**src/rtl/i2s_clk_pkg.sv**
```systemverilog
// Shared widths, reset ratios and state type for the I2S clock sequencer.
package i2s_clk_pkg;

  localparam int unsigned I2S_HALF_W    = 8;
  localparam int unsigned I2S_SLOT_W    = 6;
  localparam int unsigned I2S_DEF_HALF  = 2;
  localparam int unsigned I2S_DEF_SLOT  = 32;
  // Smallest legal ratio; a requested 0 is promoted to this.
  localparam int unsigned I2S_MIN_RATIO = 1;

  typedef enum logic [1:0] {
    StIdle,
    StRun,
    StStop
  } i2s_state_e;

endpackage

```
**src/rtl/i2s_div_cnt.sv**
```systemverilog
// Terminal-count counter: counts while enabled, wraps to 0 at i_term and flags o_tick.
module i2s_div_cnt #(
  parameter int unsigned W = 8
) (
  input  logic         clk_in,
  input  logic         ar,
  input  logic         i_clr,
  input  logic         i_en,
  input  logic [W-1:0] i_term,
  output logic         o_tick
);

  logic [W-1:0] r_cnt;

  assign o_tick = i_en && (r_cnt == i_term);

  always_ff @(posedge clk_in or negedge ar) begin
    if (!ar) begin
      r_cnt <= '0;
    end else if (i_clr || o_tick) begin
      r_cnt <= '0;
    end else if (i_en) begin
      r_cnt <= r_cnt + W'(1);
    end
  end

endmodule

```
**src/rtl/i2s_clk_ctrl.sv**
```systemverilog
// I2S BCLK/LRCK sequencer with run-time ratios changed only on frame boundaries.
// Optional frame counter output enabled by defining I2S_FRAME_CNT_EN.
module i2s_clk_ctrl
  import i2s_clk_pkg::*;
#(
  parameter int unsigned HALF_W   = I2S_HALF_W,
  parameter int unsigned SLOT_W   = I2S_SLOT_W,
  parameter int unsigned DEF_HALF = I2S_DEF_HALF,
  parameter int unsigned DEF_SLOT = I2S_DEF_SLOT
) (
  input  logic              clk_in,
  input  logic              ar,
  input  logic              run_req,
  input  logic              cfg_valid,
  input  logic [HALF_W-1:0] cfg_half,
  input  logic [SLOT_W-1:0] cfg_slot,
  output logic              cfg_ack,
  output logic              bclk,
  output logic              lrck,
  output logic              bclk_fall,
  output logic              frame_start,
  output logic              busy
`ifdef I2S_FRAME_CNT_EN
  ,
  output logic [15:0]       frame_cnt
`endif
);

  i2s_state_e        r_state, w_state_d;
  logic              r_bclk, r_lrck, r_bclk_fall, r_frame_start, r_cfg_ack, r_busy;
  logic              w_bclk_d, w_lrck_d, w_fall_d, w_fs_d, w_adopt;
  logic [HALF_W-1:0] r_half, w_cfg_half, w_hterm;
  logic [SLOT_W-1:0] r_slot, w_cfg_slot, w_sterm;
  logic              w_run, w_htick, w_btick, w_fall, w_bnd, w_adopt_ok;

  assign w_cfg_half = (cfg_half == '0) ? HALF_W'(I2S_MIN_RATIO) : cfg_half;
  assign w_cfg_slot = (cfg_slot == '0) ? SLOT_W'(I2S_MIN_RATIO) : cfg_slot;
  assign w_hterm    = r_half - HALF_W'(1);
  assign w_sterm    = r_slot - SLOT_W'(1);
  assign w_run      = (r_state != StIdle);
  assign w_fall     = w_htick & r_bclk;
  assign w_bnd      = w_btick & r_lrck;
  // Suppress a second ack while the producer is still seeing the first one.
  assign w_adopt_ok = cfg_valid & ~r_cfg_ack;

  i2s_div_cnt #(.W(HALF_W)) u_hcnt (
    .clk_in (clk_in),
    .ar     (ar),
    .i_clr  (~w_run),
    .i_en   (w_run),
    .i_term (w_hterm),
    .o_tick (w_htick)
  );

  i2s_div_cnt #(.W(SLOT_W)) u_bitcnt (
    .clk_in (clk_in),
    .ar     (ar),
    .i_clr  (~w_run),
    .i_en   (w_fall),
    .i_term (w_sterm),
    .o_tick (w_btick)
  );

  always_comb begin
    w_state_d = r_state;
    w_bclk_d  = r_bclk;
    w_lrck_d  = r_lrck;
    w_fall_d  = 1'b0;
    w_fs_d    = 1'b0;
    w_adopt   = 1'b0;
    unique case (r_state)
      StIdle: begin
        w_bclk_d = 1'b0;
        w_lrck_d = 1'b0;
        if (w_adopt_ok) begin
          w_adopt = 1'b1;
        end else if (run_req && !cfg_valid) begin
          w_state_d = StRun;
          w_fs_d    = 1'b1;
        end
      end
      StRun, StStop: begin
        if (w_htick) w_bclk_d = ~r_bclk;
        if (w_btick) w_lrck_d = ~r_lrck;
        w_fall_d = w_fall;
        if (run_req) begin
          w_state_d = StRun;
        end else if (r_state == StRun) begin
          w_state_d = StStop;
        end else if (w_bnd) begin
          w_state_d = StIdle;
        end
        if (w_bnd) begin
          w_adopt = w_adopt_ok;
          w_fs_d  = (w_state_d != StIdle);
        end
      end
      default: w_state_d = StIdle;
    endcase
  end

  always_ff @(posedge clk_in or negedge ar) begin
    if (!ar) begin
      r_state       <= StIdle;
      r_bclk        <= 1'b0;
      r_lrck        <= 1'b0;
      r_bclk_fall   <= 1'b0;
      r_frame_start <= 1'b0;
      r_cfg_ack     <= 1'b0;
      r_busy        <= 1'b0;
      r_half        <= HALF_W'(DEF_HALF);
      r_slot        <= SLOT_W'(DEF_SLOT);
    end else begin
      r_state       <= w_state_d;
      r_bclk        <= w_bclk_d;
      r_lrck        <= w_lrck_d;
      r_bclk_fall   <= w_fall_d;
      r_frame_start <= w_fs_d;
      r_cfg_ack     <= w_adopt;
      r_busy        <= (w_state_d != StIdle);
      if (w_adopt) begin
        r_half <= w_cfg_half;
        r_slot <= w_cfg_slot;
      end
    end
  end

  assign bclk        = r_bclk;
  assign lrck        = r_lrck;
  assign bclk_fall   = r_bclk_fall;
  assign frame_start = r_frame_start;
  assign cfg_ack     = r_cfg_ack;
  assign busy        = r_busy;

`ifdef I2S_FRAME_CNT_EN
  logic [15:0] r_frame_cnt;

  always_ff @(posedge clk_in or negedge ar) begin
    if (!ar) begin
      r_frame_cnt <= '0;
    end else if (r_state == StIdle && w_state_d == StRun) begin
      r_frame_cnt <= '0;
    end else if (r_frame_start) begin
      r_frame_cnt <= r_frame_cnt + 16'd1;
    end
  end

  assign frame_cnt = r_frame_cnt;
`endif

endmodule

```
**config.mk**
```make
export PLATFORM = sky130hd
export DESIGN_NAME = i2s_clk_ctrl
export DESIGN_NICKNAME = d
export VERILOG_FILES = /design/src/rtl/i2s_clk_pkg.sv /design/src/rtl/i2s_div_cnt.sv /design/src/rtl/i2s_clk_ctrl.sv
export SDC_FILE = /design/constraint.sdc
export NUM_CORES = 1
export LEC_CHECK = 0
export BUFFER_PORTS_ARGS = -buffer_cell sky130_fd_sc_hd__buf_2
export CAP_MARGIN = 20
export CELL_PAD_IN_SITES_DETAIL_PLACEMENT = 2
export CELL_PAD_IN_SITES_GLOBAL_PLACEMENT = 2
export CORE_ASPECT_RATIO = 0.7
export CORE_MARGIN = 3
export CORE_UTILIZATION = 43
export CTS_BUF_LIST = sky130_fd_sc_hd__clkbuf_4 sky130_fd_sc_hd__clkbuf_8
export DETAILED_ROUTE_END_ITERATION = 10
export PLACE_DENSITY = 0.93
export SETUP_SLACK_MARGIN = 0.05
export SLEW_MARGIN = 20
export SYNTH_ARGS = -nofsm -noshare
export SYNTH_HDL_FRONTEND = slang
export SYNTH_HIERARCHICAL = 1
export SYNTH_SLANG_ARGS = --single-unit
```
**constraint.sdc**
```tcl
create_clock -name clk_in -period 5.8 [get_ports clk_in]
set_input_delay 0.29 -clock clk_in [delete_from_list [all_inputs] [get_ports clk_in]]
set_output_delay 0.29 -clock clk_in [all_outputs]
set_load 0.05 [all_outputs]
```
After elaboration in Yosys (flattened, before gate mapping)
Index checks and enable logic that the tools add are counted.
{"block": "totals", "reg_bits": 36, "input_bits": 18, "word_cells": 71}
{"block": "op_classes", "add_sub_neg": 4, "n_eq_ne": 6, "n_mux": 25, "bitwise_logic": 7, "reduce_logical": 18}
{"cell": "8-bit two-way mux", "count": 3}
{"cell": "6-bit two-way mux", "count": 3}
{"cell": "2-bit two-way mux", "count": 6}
{"cell": "2-bit nonzero test", "count": 6}
{"cell": "8-bit by 1-bit adder with 8-bit output (second input constant)", "count": 1}
{"cell": "8-bit == test", "count": 1}
{"cell": "8-bit logical NOT", "count": 1}
{"cell": "1-bit two-way mux", "count": 8}
{"cell": "1-bit one-hot mux with 2 select lines", "count": 4}
{"cell": "8-bit by 1-bit subtractor with 8-bit output (second input constant)", "count": 1}
{"cell": "6-bit by 1-bit adder with 6-bit output (second input constant)", "count": 1}
{"cell": "6-bit == test", "count": 1}
{"cell": "6-bit logical NOT", "count": 1}
{"cell": "6-bit by 1-bit subtractor with 6-bit output (second input constant)", "count": 1}
{"cell": "2-bit by 1-bit != test with 1-bit output (second input constant)", "count": 2}
{"cell": "1-bit inverter", "count": 4}
{"cell": "2-bit one-hot mux with 2 select lines", "count": 1}
{"cell": "2-bit AND reduction", "count": 2}
{"cell": "1-bit AND", "count": 3}
{"cell": "1-bit logical AND", "count": 3}
{"cell": "2-bit by 1-bit == test with 1-bit output (second input constant)", "count": 1}
{"cell": "2-bit == test (second input constant)", "count": 1}
{"cell": "2-bit logical NOT", "count": 1}
{"cell": "1-bit logical OR", "count": 2}
{"cell": "other kinds (2)", "count": 2}

Depth between registers and ports, before layout
{"block": "depth", "word_depth": 13, "mapped_depth": 18, "mapped_depth_nobuf": 14}

Modules after synthesis
Netlist, hierarchy kept.
{"mod": "i2s_clk_ctrl", "instances": 1, "cells_each": 110, "area_each_um2": 1236.2, "seq_area_each_um2": 553.0}
{"mod": "i2s_div_cnt at u_hcnt", "instances": 1, "cells_each": 48, "area_each_um2": 495.5, "seq_area_each_um2": 200.2}
{"mod": "i2s_div_cnt at u_bitcnt", "instances": 1, "cells_each": 36, "area_each_um2": 396.6, "seq_area_each_um2": 150.1}

Worst setup path before layout
No wires, ideal clock.
{"block": "synth_timing", "kind": "reg-to-reg", "start": "register r_half[5]", "end": "register r_half[2]", "setup_ns": 0.125, "t_arrival_ns": 3.567, "t_required_ns": 5.675, "slack_ns": 2.108, "stages_incl_launch_ff": 17, "n_path_buf": 4, "path_cell_list": "dfrtp_1 -> or4_1 -> nor4_1 -> xor2_1 -> xnor2_1 -> nand3_1 -> nor3_4 -> and2_1 -> buf_4 -> and4_4 -> buf_6 -> and2_1 -> and3_4 -> o211a_1 -> buf_6 -> buf_12 -> mux2_4"}
{"block": "synth_between", "elab_chain_cells": 8}
{"item": "from (decl)", "line": "i2s_clk_ctrl.sv:32", "rtl": "logic [HALF_W-1:0] r_half, w_cfg_half, w_hterm;"}
{"item": "from (signal assigned)", "line": "i2s_clk_ctrl.sv:111", "rtl": "r_half <= HALF_W'(DEF_HALF);"}
{"item": "from (signal assigned)", "line": "i2s_clk_ctrl.sv:122", "rtl": "r_half <= w_cfg_half;"}
{"item": "8-bit by 1-bit subtractor with 8-bit output", "line": "i2s_clk_ctrl.sv:38", "rtl": "assign w_hterm = r_half - HALF_W'(1);"}
{"item": "net w_hterm[7]", "line": "i2s_clk_ctrl.sv:32"}
{"item": "8-bit == test", "line": "i2s_div_cnt.sv:15", "rtl": "assign o_tick = i_en && (r_cnt == i_term);"}
{"item": "1-bit logical AND", "line": "i2s_div_cnt.sv:15"}
{"item": "net w_htick", "line": "i2s_clk_ctrl.sv:34", "rtl": "logic w_run, w_htick, w_btick, w_fall, w_bnd, w_adopt_ok;"}
{"item": "1-bit AND", "line": "i2s_clk_ctrl.sv:41", "rtl": "assign w_fall = w_htick & r_bclk;"}
{"item": "net w_fall", "line": "i2s_clk_ctrl.sv:34"}
{"item": "1-bit logical AND", "line": "i2s_div_cnt.sv:15"}
{"item": "net w_btick", "line": "i2s_clk_ctrl.sv:34"}
{"item": "1-bit AND", "line": "i2s_clk_ctrl.sv:42", "rtl": "assign w_bnd = w_btick & r_lrck;"}
{"item": "1-bit two-way mux", "line": "i2s_clk_ctrl.sv:93", "rtl": "if (w_bnd) begin"}
{"item": "1-bit one-hot mux with 2 select lines", "line": "i2s_clk_ctrl.sv:71", "rtl": "unique case (r_state)"}
{"item": "net w_adopt", "line": "i2s_clk_ctrl.sv:31", "rtl": "logic w_bclk_d, w_lrck_d, w_fall_d, w_fs_d, w_adopt;"}
The timed path passes the listed nets, and every way through them passes these cells.
A chain may end at the register's enable or synchronous reset.

Worst setup path after layout
{"block": "layout_timing", "start": "register r_half[3]", "end": "register r_half[4]"}
{"block": "layout_between", "elab_chain_cells": 8}
{"item": "8-bit by 1-bit subtractor with 8-bit output", "line": "i2s_clk_ctrl.sv:38"}
{"item": "net w_hterm[7]", "line": "i2s_clk_ctrl.sv:32"}
{"item": "8-bit == test", "line": "i2s_div_cnt.sv:15"}
{"item": "1-bit logical AND", "line": "i2s_div_cnt.sv:15"}
{"item": "net w_htick", "line": "i2s_clk_ctrl.sv:34"}
{"item": "1-bit AND", "line": "i2s_clk_ctrl.sv:41"}
{"item": "net w_fall", "line": "i2s_clk_ctrl.sv:34"}
{"item": "1-bit logical AND", "line": "i2s_div_cnt.sv:15"}
{"item": "net w_btick", "line": "i2s_clk_ctrl.sv:34"}
{"item": "1-bit AND", "line": "i2s_clk_ctrl.sv:42"}
{"item": "1-bit two-way mux", "line": "i2s_clk_ctrl.sv:93"}
{"item": "1-bit one-hot mux with 2 select lines", "line": "i2s_clk_ctrl.sv:71"}
The timed path passes the listed nets, and every way through them passes these cells.

==> results.md <==
- Proportion of register bits with asynchronous set or reset after synthesis: 100%
- Area share of the largest cell type after synthesis: 40.0%
- Setup Viol. Count Final: 0
- Static leakage: between 1 and 1.5 nW
- F_max: about 220 MHz
- Routed WL per cell: approximately 21 um
- Congestion Overflow GR: 0
- Post-synthesis cell count: between 150 and 200
- Number of global-route vias before repair: 1,756
- Part of the total power dissipated in combinational logic: between 40 and 50%
- Required time of the worst setup path: roughly 6000 ps
- Design internal power: approximately 0.00067 W
- Synthesized area divided by synthesized cell count: approximately 11 um^2
- Row count: 20
- Clock Tree Root: sky130_fd_sc_hd__clkbuf_8
- Synthesized net count: ~220
- Final nets: 242
- Number of iterations in the first detailed-routing pass: 4
- Die width: about 90 um
- Worst slew margin relative to its limit: between 40 and 50%
- Vias per inst: between 5 and 6
- Cell type with the largest total area after synthesis: sky130_fd_sc_hd__dfrtp_1
- Cell Area, Synth: 2130 um^2
- Power consumption: approximately 0.0012 W
- Total number of H-tree levels: 2
- Count of boundary I/O pins: 24
- Type of the worst setup path: register to register
- Worst supply voltage drop on vdd: 288 uV
- Worst Setup Slack post-DPL: 1280 ps
- Slew at the pin closest to its max-slew limit: between 800 and 900 ps
- Highest layer used for signal routing: met4
- Share of the cycle needed by the critical path after routing: between 70% and 80%
- Proportion of total power due to net switching: 43.2%
- Die footprint: around 5800 um^2
- Hold Violations, Final: 0
- Area taken by multi-input logic gates: roughly 1100 um^2
- Shortest period the worst path allows: 4540 ps
- Number of maximum-capacitance constraint violations: 0
- Distinct cell type count after synthesis: 43
- Final Hold Slack: 90.3 ps
- Clock-pin slew on the worst setup and hold paths: about 80 ps
- Total negative slack: 0 ps
- Met2 Wirelength: about 2900 um
- Most instantiated library cell after synthesis: sky130_fd_sc_hd__dfrtp_1
- Count of clock tree sinks: 36
- Filler cells: just under 500
- Fraction of final layout cells sized beyond drive strength 1: between 20% and 30%
- Sequential cell area: approximately 900 um^2
- Startpoint type of the worst setup path: register
- Maximum fanout along the worst path: 15
- Number of DRC violations after detailed-routing iteration 0: 47
- Area growth, synth to finish: 10.6%
- Status: completed
- Final weighted congestion in routability-driven placement: between 0.7 and 0.8
- Critical Path, Cell by Cell: or4_1 -> nor4_1 -> xor2_1 -> xnor2_1 -> nand3_1 -> nor3_4 -> and2_1 -> and4_4 -> and2_1 -> and3_4 -> o211a_1 -> mux2_2
- Class of the worst hold path: input pin to async pin
- Kind of cell adding the most delay to the critical path: simple AND/OR/NAND/NOR gates
- Sequential cell fraction of total power: 35.8%
- Endpoint type of the worst setup path: register
- Clock share of power: 16.9%
- RSZ-0062 raised after global routing: no
- Utilization after layout: between 50% and 60%
- Total Wirelength: around 5900 um
- Seq/Total Area, Yosys: approximately 42%
- Synth Flop Type: sky130_fd_sc_hd__dfrtp_1
- Number of hold buffers added after CTS: 0
- Number of CTS-inserted buffers: 5
- Maximum number of pins on one net before global-route repair: 37
- Antenna violations before repair: 0
- # port buffers: 23
- Diode insertion count for antenna repair: 0
- Detail Placement HPWL: roughly 4400 um
- Buf/Inv on CP: 0
- Clock insertion delay at the later pin of the skew report: 290 ps
- Cell type with the highest occurrence count on the critical path: sky130_fd_sc_hd__and2_1
- Sw Pwr: a little over 0.0005 W
- TritonCTS clock tree: built
- Post-CTS repair timing setup buffer count: 0
- Overall die height: 64.9 um
- Post-cts repair resize count: 0
- Global-route wire length before repair: approximately 9600 um
- Amount of wire on met3 after detailed routing: approximately 110 um
- GRT Overall Usage: a little over a fifth
- Count of pins over their slew limit: 0
- Top area cells in the synthesized netlist: sky130_fd_sc_hd__dfrtp_1 40%, sky130_fd_sc_hd__xnor2_1 7.4%, sky130_fd_sc_hd__xor2_1 7.4%, sky130_fd_sc_hd__mux2_4 4.9%, sky130_fd_sc_hd__ha_1 4.1%
- Flops & latches, synth: 36
- Worst stage delay on the critical path: between 600 and 700 ps
- Via count: 1,536
- Clock Tree Buf Depth: 2
- Routed metal-1 wirelength: 2810 um
- Number of nets with antenna violations after detailed routing: 0
- Synth warn: 6
- List of most frequent post-synthesis cells: 34 x sky130_fd_sc_hd__dfrtp_1, 18 x sky130_fd_sc_hd__xnor2_1, 18 x sky130_fd_sc_hd__xor2_1, 11 x sky130_fd_sc_hd__nand2_1, 11 x sky130_fd_sc_hd__nor3_1
- Initial standard-cell utilization of the core: a little under half
- Total power per unit cell area: 499 nW/um^2
- Least setup slack across all paths after layout: approximately 1300 ps
- Post-Route Skew: between 10 and 15 ps
- Standard cell core area: roughly 4600 um^2
- Residual DRC count: 0
- Slowest stage cell, crit path: sky130_fd_sc_hd__o211a_1
- Arrival time of data at the critical path endpoint: around 4700 ps
- Number of enable-type register cells in the synthesized netlist: 0
flip-flops by register name, indices dropped and copies added (netlist names), 2 cells and up:
register        flops
u_hcnt/r_cnt        8
r_state             2
u_bitcnt/r_cnt      6
r_half              8
r_slot              6
final cells by class:
cell class,instances,area share (%)
Tap cell,66,3.51
Clock inverter,1,0.319
Multi-Input combinational cell,141,47.5
Clock buffer,7,3.83
Sequential cell,36,38.4
Timing Repair Buffer,23,4.89
Inverter,10,1.59
metrics by stage:
step                area, um^2  cells
floorplan                 2130    194
global placement          2260    276
detailed placement        2260    276
CTS                       2350    284
global route              2350    284
finish                    2350    284
metal layers:
layer | track usage, % | vias to the layer above
li1 | - | 715
met5 | 0 | -
met4 | 4.01 | 0
met3 | 4.18 | 5
met2 | 37.9 | 18
met1 | 28.2 | 798
final timing paths:
path,start,to,cells past startpoint,slack (ps)
min in group clk_in,cfg_half[1],r_half[1]$_DFFE_PN1P_,2,250
max reg2reg,r_half[3]$_DFFE_PN0P_,r_half[4]$_DFFE_PN0P_,12,1260
min,ar,r_slot[2]$_DFFE_PN0P_,1,90
max in group asynchronous,ar,frame_start$_DFF_PN0_,1,5180
min reg2reg,r_slot[1]$_DFFE_PN0P_,r_slot[1]$_DFFE_PN0P_,1,570
max,r_half[3]$_DFFE_PN0P_,r_half[4]$_DFFE_PN0P_,12,1260
cells by family after synthesis:
kind of cell             after synthesis  share of synthesized area (%)
AND/OR/NAND/NOR                       62                           17.2
flip-flops                            36                           42.4
multiplexers                          16                           9.46
buffers and inverters                 17                           5.06
AO/OA/AOI/OAI                         20                           6.88
XOR/XNOR                              36                           14.8
adder cells (fa/ha/maj)                7                           4.12
cell usage in the layout, fill, tap and decap left out, types with 2 or more instances in the layout:
cell type / n
sky130_fd_sc_hd__a211oi_1: 5
sky130_fd_sc_hd__a21oi_1: 5
sky130_fd_sc_hd__a22o_2: 2
sky130_fd_sc_hd__and2_1: 2
sky130_fd_sc_hd__and3_1: 2
sky130_fd_sc_hd__buf_2: 23
sky130_fd_sc_hd__clkbuf_8: 6
sky130_fd_sc_hd__dfrtp_1: 34
sky130_fd_sc_hd__dfstp_2: 2
sky130_fd_sc_hd__ha_1: 7
sky130_fd_sc_hd__inv_1: 10
sky130_fd_sc_hd__mux2_2: 5
sky130_fd_sc_hd__mux2_4: 7
sky130_fd_sc_hd__mux2i_1: 4
sky130_fd_sc_hd__nand2_1: 11
sky130_fd_sc_hd__nand3_1: 3
sky130_fd_sc_hd__nand4_1: 5
sky130_fd_sc_hd__nor2_1: 9
sky130_fd_sc_hd__nor2b_1: 2
sky130_fd_sc_hd__nor3_1: 11
sky130_fd_sc_hd__nor3_2: 3
sky130_fd_sc_hd__nor4_1: 2
sky130_fd_sc_hd__o21ai_0: 3
sky130_fd_sc_hd__or3_1: 3
sky130_fd_sc_hd__xnor2_1: 18
sky130_fd_sc_hd__xor2_1: 18
power groups by stage:
stage / Combinational, W / Clock (W) / Sequential [W]
2_1_floorplan: 0.000420 / 0 / 0.000422
3_3_place_gp: 0.000505 / 0 / 0.000415
3_5_place_dp: 0.000548 / 0 / 0.000422
4_1_cts: 0.000562 / 0.000203 / 0.000419
5_1_grt: 0.000611 / 0.000214 / 0.000430
6_report: 0.000556 / 0.000198 / 0.000420
No activity file was read; power rests on OpenSTA's default activity.
